$ cat src/rtl/csc_stream_encoder.sv
`default_nettype none
// ============================================================================
//  Module      : csc_stream_encoder
//  Description : Column-major compressed-sparse-column encoder. Consumes a
//                dense matrix one element per handshake and emits a data
//                stream of {value, row} words and an address stream of
//                per-column end pointers, each ending with a zero terminator.
//  Revision    : 1.0 - initial release
// ============================================================================
module csc_stream_encoder #(
    parameter int DATA_WIDTH  = 8,
    parameter int COUNT_WIDTH = 4,
    parameter int ADDR_WIDTH  = 7,
    parameter int DIM_WIDTH   = 5,
    parameter int FIFO_DEPTH  = 4
) (
    input  logic                              clock,
    input  logic                              reset,
    input  logic [DIM_WIDTH-1:0]              matrix_height,
    input  logic [DIM_WIDTH-1:0]              matrix_width,
    input  logic                              zero_col_mode,
    input  logic                              clear_iact_SRAM,
    input  logic                              data_in_valid,
    output logic                              data_in_ready,
    input  logic [DATA_WIDTH-1:0]             data_in,
    output logic                              data_out_valid,
    input  logic                              data_out_ready,
    output logic [DATA_WIDTH+COUNT_WIDTH-1:0] data_out,
    output logic                              address_out_valid,
    input  logic                              address_out_ready,
    output logic [ADDR_WIDTH-1:0]             address_out,
    output logic                              one_vector_done,
    output logic                              busy,
    output logic                              cfg_error,
    output logic                              addr_overflow
);

    localparam int c_DW = DATA_WIDTH + COUNT_WIDTH;
    // Address FIFO entries carry a terminator tag above the pointer, since a
    // legitimate pointer can also be zero in repeat-pointer mode.
    localparam int c_AW = ADDR_WIDTH + 1;
    localparam int c_PW = $clog2(FIFO_DEPTH);
    localparam logic [c_PW:0]           c_FIFO_FULL = FIFO_DEPTH[c_PW:0];
    localparam logic [ADDR_WIDTH-1:0]   c_NZ_MAX    = {{(ADDR_WIDTH-1){1'b1}}, 1'b0};
    localparam logic [ADDR_WIDTH-1:0]   c_SENTINEL  = {ADDR_WIDTH{1'b1}};

    localparam logic [1:0] c_ST_IDLE  = 2'd0;
    localparam logic [1:0] c_ST_RUN   = 2'd1;
    localparam logic [1:0] c_ST_TERM  = 2'd2;
    localparam logic [1:0] c_ST_CLEAR = 2'd3;

    logic [1:0]            r_state, w_state_next;
    logic [DIM_WIDTH-1:0]  r_height, r_width, r_row, r_col;
    logic                  r_mode, r_col_nz;
    logic [ADDR_WIDTH-1:0] r_nz;
    logic                  r_cfg_error, r_addr_ovf;
    logic                  r_term_ddone, r_term_adone, r_clr_ddone, r_clr_adone;
    logic                  r_clr_armed;

    // Output FIFOs
    logic [c_DW-1:0]       r_dmem [FIFO_DEPTH];
    logic [c_AW-1:0]       r_amem [FIFO_DEPTH];
    logic [c_PW-1:0]       r_dwr, r_drd, r_awr, r_ard;
    logic [c_PW:0]         r_dcnt, r_acnt;

    // The first element is processed in IDLE against the live configuration.
    logic                  w_idle, w_cfg_ok, w_accept, w_nonzero, w_last_row, w_last_col;
    logic [DIM_WIDTH-1:0]  w_height, w_width, w_row, w_col;
    logic                  w_mode, w_col_nz, w_col_nz_next;
    logic [ADDR_WIDTH-1:0] w_nz, w_nz_next, w_col_ptr;
    logic                  w_elem_dpush, w_elem_apush, w_term_dpush, w_term_apush;
    logic                  w_dpush, w_apush, w_dpop, w_apop, w_flush;
    logic                  w_dfull, w_afull, w_dempty, w_aempty, w_start_clear;
    logic [c_DW-1:0]       w_dword;
    logic [c_AW-1:0]       w_aword;

    assign w_idle        = (r_state == c_ST_IDLE);
    assign w_cfg_ok      = (matrix_height != '0) && (matrix_width != '0) &&
                           (32'(matrix_height) <= (32'd1 << COUNT_WIDTH));
    assign w_height      = w_idle ? matrix_height : r_height;
    assign w_width       = w_idle ? matrix_width  : r_width;
    assign w_mode        = w_idle ? zero_col_mode : r_mode;
    assign w_row         = w_idle ? '0 : r_row;
    assign w_col         = w_idle ? '0 : r_col;
    assign w_nz          = w_idle ? '0 : r_nz;
    assign w_col_nz      = w_idle ? 1'b0 : r_col_nz;

    assign w_dfull       = (r_dcnt == c_FIFO_FULL);
    assign w_afull       = (r_acnt == c_FIFO_FULL);
    assign w_dempty      = (r_dcnt == '0);
    assign w_aempty      = (r_acnt == '0);

    assign w_accept      = data_in_valid && data_in_ready;
    assign w_nonzero     = (data_in != '0);
    assign w_last_row    = (w_row == w_height - DIM_WIDTH'(1));
    assign w_last_col    = (w_col == w_width - DIM_WIDTH'(1));
    assign w_elem_dpush  = w_accept && w_nonzero && (w_nz != c_NZ_MAX);
    assign w_nz_next     = w_nz + ADDR_WIDTH'(w_elem_dpush);
    assign w_col_nz_next = w_col_nz || w_nonzero;
    assign w_elem_apush  = w_accept && w_last_row;
    assign w_col_ptr     = (w_col_nz_next || w_mode) ? w_nz_next : c_SENTINEL;

    assign w_term_dpush  = (r_state == c_ST_TERM) && !r_term_ddone && !w_dfull;
    assign w_term_apush  = (r_state == c_ST_TERM) && !r_term_adone && !w_afull;

    assign w_dpush       = w_elem_dpush || w_term_dpush;
    assign w_apush       = w_elem_apush || w_term_apush;
    assign w_dword       = w_term_dpush ? '0 : {data_in, COUNT_WIDTH'(w_row)};
    assign w_aword       = w_term_apush ? {1'b1, {ADDR_WIDTH{1'b0}}} : {1'b0, w_col_ptr};

    assign w_dpop        = (r_state != c_ST_CLEAR) && !w_dempty && data_out_ready;
    assign w_apop        = (r_state != c_ST_CLEAR) && !w_aempty && address_out_ready;

    // A held clear request is taken once; it must drop before re-arming.
    assign w_start_clear = w_idle && clear_iact_SRAM && r_clr_armed;
    assign w_flush       = w_start_clear;

    // State register
    always_ff @(posedge clock or posedge reset) begin
        if (reset) r_state <= c_ST_IDLE;
        else       r_state <= w_state_next;
    end

    // Next-state logic
    always_comb begin
        w_state_next = r_state;
        case (r_state)
            c_ST_IDLE: begin
                if (w_start_clear)
                    w_state_next = c_ST_CLEAR;
                else if (w_accept)
                    w_state_next = (w_last_row && w_last_col) ? c_ST_TERM : c_ST_RUN;
            end
            c_ST_RUN: begin
                if (w_accept && w_last_row && w_last_col)
                    w_state_next = c_ST_TERM;
            end
            c_ST_TERM: begin
                if ((r_term_ddone || w_term_dpush) && (r_term_adone || w_term_apush))
                    w_state_next = c_ST_IDLE;
            end
            default: begin
                if ((r_clr_ddone || data_out_ready) && (r_clr_adone || address_out_ready))
                    w_state_next = c_ST_IDLE;
            end
        endcase
    end

    // Output logic: FIFO heads normally, forced zero beats during CLEAR
    always_comb begin
        data_in_ready     = !reset && !clear_iact_SRAM && !w_dfull && !w_afull &&
                            ((w_idle && w_cfg_ok) || (r_state == c_ST_RUN));
        busy              = !w_idle;
        data_out_valid    = !w_dempty;
        data_out          = r_dmem[r_drd];
        address_out_valid = !w_aempty;
        address_out       = r_amem[r_ard][ADDR_WIDTH-1:0];
        one_vector_done   = !w_aempty && address_out_ready && r_amem[r_ard][ADDR_WIDTH];
        if (r_state == c_ST_CLEAR) begin
            data_out_valid    = !r_clr_ddone;
            data_out          = '0;
            address_out_valid = !r_clr_adone;
            address_out       = '0;
            one_vector_done   = 1'b0;
        end
        cfg_error         = r_cfg_error;
        addr_overflow     = r_addr_ovf;
    end

    // Matrix walk counters, latched configuration, sticky flags, sequence flags
    always_ff @(posedge clock or posedge reset) begin
        if (reset) begin
            r_height     <= '0;
            r_width      <= '0;
            r_mode       <= 1'b0;
            r_row        <= '0;
            r_col        <= '0;
            r_nz         <= '0;
            r_col_nz     <= 1'b0;
            r_cfg_error  <= 1'b0;
            r_addr_ovf   <= 1'b0;
            r_term_ddone <= 1'b0;
            r_term_adone <= 1'b0;
            r_clr_ddone  <= 1'b0;
            r_clr_adone  <= 1'b0;
            r_clr_armed  <= 1'b1;
        end else begin
            if (w_idle && w_accept) begin
                r_height    <= matrix_height;
                r_width     <= matrix_width;
                r_mode      <= zero_col_mode;
                r_cfg_error <= 1'b0;
                r_addr_ovf  <= 1'b0;
            end else if (w_idle && data_in_valid && !clear_iact_SRAM && !w_cfg_ok) begin
                r_cfg_error <= 1'b1;
            end
            if (w_accept) begin
                r_nz     <= w_nz_next;
                r_row    <= w_last_row ? '0 : w_row + DIM_WIDTH'(1);
                r_col    <= w_last_row ? w_col + DIM_WIDTH'(1) : w_col;
                r_col_nz <= w_last_row ? 1'b0 : w_col_nz_next;
                if (w_nonzero && (w_nz == c_NZ_MAX))
                    r_addr_ovf <= 1'b1;
            end
            r_term_ddone <= (r_state == c_ST_TERM) && (r_term_ddone || w_term_dpush);
            r_term_adone <= (r_state == c_ST_TERM) && (r_term_adone || w_term_apush);
            r_clr_ddone  <= (r_state == c_ST_CLEAR) && (r_clr_ddone || data_out_ready);
            r_clr_adone  <= (r_state == c_ST_CLEAR) && (r_clr_adone || address_out_ready);
            if (w_start_clear)
                r_clr_armed <= 1'b0;
            else if (!clear_iact_SRAM)
                r_clr_armed <= 1'b1;
        end
    end

    // FIFO pointers and occupancy
    always_ff @(posedge clock or posedge reset) begin
        if (reset) begin
            r_dwr  <= '0;
            r_drd  <= '0;
            r_dcnt <= '0;
            r_awr  <= '0;
            r_ard  <= '0;
            r_acnt <= '0;
        end else if (w_flush) begin
            r_dwr  <= '0;
            r_drd  <= '0;
            r_dcnt <= '0;
            r_awr  <= '0;
            r_ard  <= '0;
            r_acnt <= '0;
        end else begin
            if (w_dpush) r_dwr <= r_dwr + c_PW'(1);
            if (w_dpop)  r_drd <= r_drd + c_PW'(1);
            if (w_apush) r_awr <= r_awr + c_PW'(1);
            if (w_apop)  r_ard <= r_ard + c_PW'(1);
            r_dcnt <= r_dcnt + (c_PW+1)'(w_dpush) - (c_PW+1)'(w_dpop);
            r_acnt <= r_acnt + (c_PW+1)'(w_apush) - (c_PW+1)'(w_apop);
        end
    end

    // FIFO storage
    always_ff @(posedge clock) begin
        if (w_dpush) r_dmem[r_dwr] <= w_dword;
        if (w_apush) r_amem[r_awr] <= w_aword;
    end

endmodule
`default_nettype wire

$ cat config.mk
export PLATFORM = sky130hd
export DESIGN_NAME = csc_stream_encoder
export DESIGN_NICKNAME = d
export VERILOG_FILES = /design/src/rtl/csc_stream_encoder.sv
export SDC_FILE = /design/constraint.sdc
export NUM_CORES = 1
export LEC_CHECK = 0
export CELL_PAD_IN_SITES_DETAIL_PLACEMENT = 1
export CELL_PAD_IN_SITES_GLOBAL_PLACEMENT = 1
export CORE_MARGIN = 2
export CORE_UTILIZATION = 30
export DETAILED_ROUTE_END_ITERATION = 8
export GPL_TIMING_DRIVEN = 0
export PLACE_DENSITY_LB_ADDON = 0.1
export SYNTH_ARGS = -nofsm -noshare
export SYNTH_HDL_FRONTEND = slang
export SYNTH_SLANG_ARGS = --single-unit
$ cat constraint.sdc
create_clock -name clock -period 5 [get_ports clock]
set_clock_uncertainty 0.15 [all_clocks]
set_input_delay 1 -clock clock [delete_from_list [all_inputs] [get_ports clock]]
set_output_delay 1 -clock clock [all_outputs]
set_load 0.02 [all_outputs]
# Word level (Yosys, flattened, before mapping)
# Memory sizes are Yosys's and may differ from the RTL's.
# Index checks and enable logic that the tools add are counted.
# W data, S select, Z words.
[word_totals] reg_bits=52 latchBits=0 ram_bits=80 romBits=0 input_bits=25 output_inout_bits=26 n_memories=2
[mem_list] name="r_dmem" words=4 width=12 rd=1 rd_clocked_by_memory_dff=0 wr=1 line="61" rtl="logic [c_DW-1:0] r_dmem [FIFO_DEPTH];"
[mem_list] name="r_amem" words=4 width=8 rd=1 rd_clocked_by_memory_dff=0 wr=1 line="62" rtl="logic [c_AW-1:0] r_amem [FIFO_DEPTH];"
[classes] addsub=13 n_mul=0 div=0 magnitude_cmp=1 n_eq_ne=14 n_shift=0 n_mux=46 bitwise=0 n_reduce_logical=70
[op_table] cell="$logic_and A1 B1 Y1" count=36
[op_table] cell="$mux W5" count=6
[op_table] cell="$mux W2" count=14
[op_table] cell="$mux W12" count=2
[op_table] cell="$mux W7" count=3
[op_table] cell="$mux W1" count=17
[op_table] cell="$logic_not A1 Y1" count=12
[op_table] cell="$add A5 B1 Y5 const B" count=2
[op_table] cell="$eq A5 B5 Y1" count=2
[op_table] cell="$reduce_bool A2 Y1" count=5
[op_table] cell="$reduce_bool A5 Y1" count=2
[op_table] cell="$sub A5 B1 Y5 const B" count=2
[op_table] cell="$logic_or A1 B1 Y1" count=9
[op_table] cell="$add A2 B1 Y2 const B" count=4
[op_table] cell="$mux W8" count=1
[op_table] cell="$reduce_bool A8 Y1" count=1
[op_table] cell="$add A7 B1 Y7" count=1
[op_table] cell="$eq A7 B7 Y1 const B" count=1
[op_table] cell="$ne A7 B7 Y1 const B" count=1
[op_table] cell="$add A3 B1 Y3" count=2
[op_table] cell="$eq A3 B3 Y1 const B" count=2
[op_table] cell="$logic_not A3 Y1" count=2
[op_table] cell="$mux W3" count=2
[op_table] cell="$ne A2 B2 Y1 const B" count=3
[op_table] cell="other kinds (10)" count=12

# Depth between registers and ports, before layout
# Gate-level depths: netlist of the first run.
[logic_depth] word_depth=13 ltp_mapped=17

# Least setup slack after synthesis of the first run
# Ideal clock, no wire load.
[synth_path] kind="in2reg" start="in matrix_height[0]" end="mem r_amem[0][6] in the netlist's numbering (data pin)" setup_time_ns=0.307 t_arrival_ns=3.483 path_slack_ns=1.060 path_stages=14 cell_sequence="nor4_1 -> xnor2_1 -> o211ai_2 -> or2_1 -> buf_2 -> buf_1 -> nor3_1 -> ha_1 -> ha_1 -> and3_1 -> nand3_1 -> xor2_1 -> o21a_1 -> nor2_1"
[synth_between] elab_chain_len=12 word_cells_on_any_way=13 classes_between="add/sub (1); order compare (1); mux (2); reduce/logical (9)"
[synth_lines] item="start, declared" line="19" rtl="input logic [DIM_WIDTH-1:0] matrix_height,"
[synth_lines] item="parallel branches: the longest is 2 deep, another holds $le A5 B5 Y1"
[synth_lines] item="$logic_and A1 B1 Y1 *" line="78" rtl="assign w_cfg_ok = (matrix_height != '0) && (matrix_width != '0) &&"
[synth_lines] item="$logic_and A1 B1 Y1 *" line="152" rtl="((w_idle && w_cfg_ok) || (r_state == c_ST_RUN));"
[synth_lines] item="$logic_or A1 B1 Y1 *" line="152"
[synth_lines] item="$logic_and A1 B1 Y1 *" line="151" rtl="data_in_ready = !reset && !clear_iact_SRAM && !w_dfull && !w_afull &&"
[synth_lines] item="$logic_and A1 B1 Y1 *" line="93" rtl="assign w_accept = data_in_valid && data_in_ready;"
[synth_lines] item="$logic_and A1 B1 Y1 * (2 in series)" line="97" rtl="assign w_elem_dpush = w_accept && w_nonzero && (w_nz != c_NZ_MAX);"
[synth_lines] item="$add A7 B1 Y7 *" line="98" rtl="assign w_nz_next = w_nz + ADDR_WIDTH'(w_elem_dpush);"
[synth_lines] item="$mux W7 *" line="101" rtl="assign w_col_ptr = (w_col_nz_next || w_mode) ? w_nz_next : c_SENTINEL;"
[synth_lines] item="$mux W8 *" line="109" rtl="assign w_aword = w_term_apush ? {1'b1, {ADDR_WIDTH{1'b0}}} : {1'b0, w_col_ptr};"
[synth_lines] item="via w_aword[6]" line="75" rtl="logic [c_AW-1:0] w_aword;"
[synth_lines] item="end, declared" line="62"
# Mark *: on every way through the listed nets, which the timed path passes.

# Worst setup path in the final report of the first run
[layout_path] start="in matrix_height[0]" end="mem r_amem[3][6] in the netlist's numbering (data pin)"
# The elaborated chain is that of the path after synthesis.

==> impl_results.md, run 1 <==
* Outcome: completed
* Core footprint at 21000 um^2
* Layout cells sized above 1 at 14.8%
* RSZ-0062 raised after global routing: no
* Clock Latency Late Sink at 0.42 ns
* #FFs+latches synth at 132
* Max-Cap Viols at 0
* Synth warn at 0
* Worst slew pin tran at 1.24 ns
* R2R Setup Slk at between 0.6 and 0.7 ns
* Critical Path Start Type: input pin
* Wire per inst at between 15 and 20 um
* Tcrit/Tclk final at 91.9%
* Die area at 22500 um^2
* Worst r2r src: r_state[1]
* CTS tree: built
* Final Setup Violations at 0
* Post-synth EDFFs at 80
* Area Overhead vs Synth at 23.0%
* Design area at 7870 um^2
* Worst hold path depth at 2
* Highest clock rate at 218 MHz
* H-tree Lvls at 4
* Ant. Diodes at 0
* Main synth FF type: edfxtp_1
* Resized Gates After CTS at 0
* Initial Util at 30.5%
* FFs w/ async S/R, synth at 39.4%
* Cell accounting for the most synthesized area: edfxtp_1
* 1st-iter DRT viols at 193
* DPL Wire Length at 10700 um
* Max clock buf depth at 2
* DP Area at 7260 um^2
* Mean Syn Cell Area at 13.2 um^2
* Total placed cells including tap cells at just over 800
* Hold WS at roughly 0.35 ns
* Final hold violation count at 0
* Gp weighted congestion at 0.780
* Synth Instances at ~490
* Final cell count without fillers at 843
* Nets at 604
* All-layer global routing usage at 14.6%
* CTS root buffer: clkbuf_16
* I/O Pins at slightly above 50
* First-pass GRT wire length at 24300 um
* CP Class: in -> reg
* Peak supply drop at 0.000268 V
* Largest net degree at the start of global routing at 38
* Input/output buffers at 50
* Vias in the first global route at approximately 4300
* Final core utilization at a little under two fifths
* Clock transition at path regs at 0.06 ns
* Detailed Routing Iterations Pass 1 at 4
* Hold_sp: r_clr_armed
* PwrDens at 627 nW/um^2
* Synthesized Nets at approximately 540
* WP data required at around 5.0 ns
* Worst Setup Slack, final at 0.407 ns
* Initial antenna violation count at 0
* DR DRC count at 0
* Highest net fanout along the worst path at 19
* Minimum clock period at around 4.6 ns
* Min-Delay Endpoint: r_clr_armed
* Final wirelength at 15000 um
* Site row count at 53
* Setup crit end kind: register
* Via count at about 4000
* Reg2Reg Depth at 15
* Global route overflow at 0
* Overall power at slightly below 5 mW
* WP data arrival at 4.63 ns
* Sequential-to-total area share from yosys stat at 57.9%
* DIE HEIGHT at 150 um
* Synth top area share at 37.5%
* Max-slew violation count at 0
* Total CTS buffers at 17
* Pleak at 2.89 nW
* DP Worst Slack at -0.268 ns
* Worst slew margin at 17.4%
* Die width at 150 um
* Via density at 4.76
* Setup TNS at 0 ns
* Post-Syn Area at approximately 6400 um^2
* Yosys cell types at between 50 and 60
* HP Class: reg -> reg
* Number of nets still failing antenna checks after routing at 0
* Clk sinks at between 100 and 150
* Reg-to-Reg End: r_state[1]
* Hold bufs inserted after CTS at 0
* Dominant cells by area after synthesis: edfxtp_1, dfrtp_1, mux4_2
-- Yosys cell counts, types with 2 or more instances --
library cell,instances
a211oi_1,2
a21o_1,2
a21oi_1,13
a22o_1,4
a22o_2,3
and2_1,5
and3_1,3
buf_1,5
buf_2,3
clkbuf_1,8
dfrtp_1,51
edfxtp_1,80
fa_1,2
ha_1,22
inv_1,17
mux2_2,11
mux2i_1,10
mux4_2,20
nand2_1,27
nand3_1,8
nand3b_1,2
nand4_1,3
nor2_1,28
nor2b_1,45
nor3_1,12
nor3b_1,11
o21a_1,5
o21ai_0,19
o31ai_1,5
or2_1,2
or3_1,2
or4_1,2
xnor2_1,21
xor2_1,12
-- how the worst max path moves through the flow --
stage / from / to / cells past startpoint
global placement: matrix_height[0] / r_amem[0][6] / 15
finish: matrix_height[0] / r_amem[3][6] / 14
floorplan: matrix_height[0] / r_amem[0][6] / 14
global route: r_state[1] / r_state[1] / 15
detailed placement: matrix_height[0] / r_amem[1][6] / 15
CTS: matrix_height[0] / r_amem[3][6] / 15
-- area by class of cell --
cell class                 count  area (um^2)
multi-input combinational    318         2550
clock inverter                14          176
inverter                      18         67.6
tap                          275          344
sequential                   132         3700
buffer                        17         78.8
fill                        2251        13100
clock buffer                  18          429
timing repair buffer          51          520
-- metal layers --
| metal | wire length (um) | global-route usage [%] | share of wire [%] |
|---|---|---|---|
| met5 | 0 | 0 | 0 |
| met2 | 7350 | 23.7 | 49 |
| met1 | 7150 | 19.4 | 48 |
| met3 | 346 | 3.35 | 2.3 |
| met4 | 129 | 4.39 | 0.86 |
-- power by group --
part	switching [mW]	total, mW	internal, mW
combinational	1.11	2.04	0.933
clock	0.492	1.28	0.791
sequential	0.144	1.62	1.47
-- state kept, by name, summed over array words and instances (netlist names), 2 cells and up --
| signal | flops |
|---|---|
| r_dmem | 48 |
| r_amem | 32 |
| r_nz | 7 |
| r_col | 5 |
| r_height | 5 |
| r_row | 5 |
| r_width | 5 |
| r_acnt | 3 |
| r_dcnt | 3 |
| r_ard | 2 |
| r_awr | 2 |
| r_drd | 2 |
| r_dwr | 2 |
| r_state | 2 |
-- logic make-up after synthesis --
logic type | after synthesis | share of synthesized area, %
multiplexers | 41 | 10.5
adder cells (fa/ha/maj) | 24 | 4.93
XOR/XNOR | 33 | 4.52
AND/OR/NAND/NOR | 157 | 13.3
buffers and inverters | 36 | 2.35
flip-flops | 132 | 57.9
AO/OA/AOI/OAI | 63 | 6.49
-- placed cells by master (no fill, tap or decap), types with 5 or more instances in the layout --
cell	count
and2_1	5
nand2_1	27
nor2_1	28
mux2_2	11
nor3b_1	11
o31ai_1	5
nor2b_1	42
clkdlybuf4s50_1	50
edfxtp_1	80
dfrtp_1	51
a21oi_1	13
mux4_2	20
mux2i_1	10
o21a_1	5
xor2_1	12
clkbuf_16	17
xnor2_1	21
nand3_1	8
clkbuf_1	9
inv_1	16
ha_1	22
nor3_1	12
o21ai_0	19
-- worst max-delay path: stages --
cell and delay (ns):
clkdlybuf4s50_1 0.47, nor4_1 0.39, xnor2_1 0.22, o211ai_2 0.20, or2_1 0.32, buf_2 0.27
nor3_1 0.26, ha_1 0.23, ha_1 0.28, and3_1 0.24, nand3_1 0.10, xor2_1 0.17
o21a_1 0.17, nor2_1 0.28
-- what timing repair did --
action | CTS | global route
endpoints found under the setup margin | 0 | 8
endpoints found under the hold margin | 0 | 0
buffers inserted | 0 | 0
Power figures use the tool's default switching activity.
==> inputs of run 2 (changes only) <==
Settings changed: TNS_END_PERCENT set to 20.
==> results of run 2 <==
Final layout, timing and power as in run 1 (identical DEF).
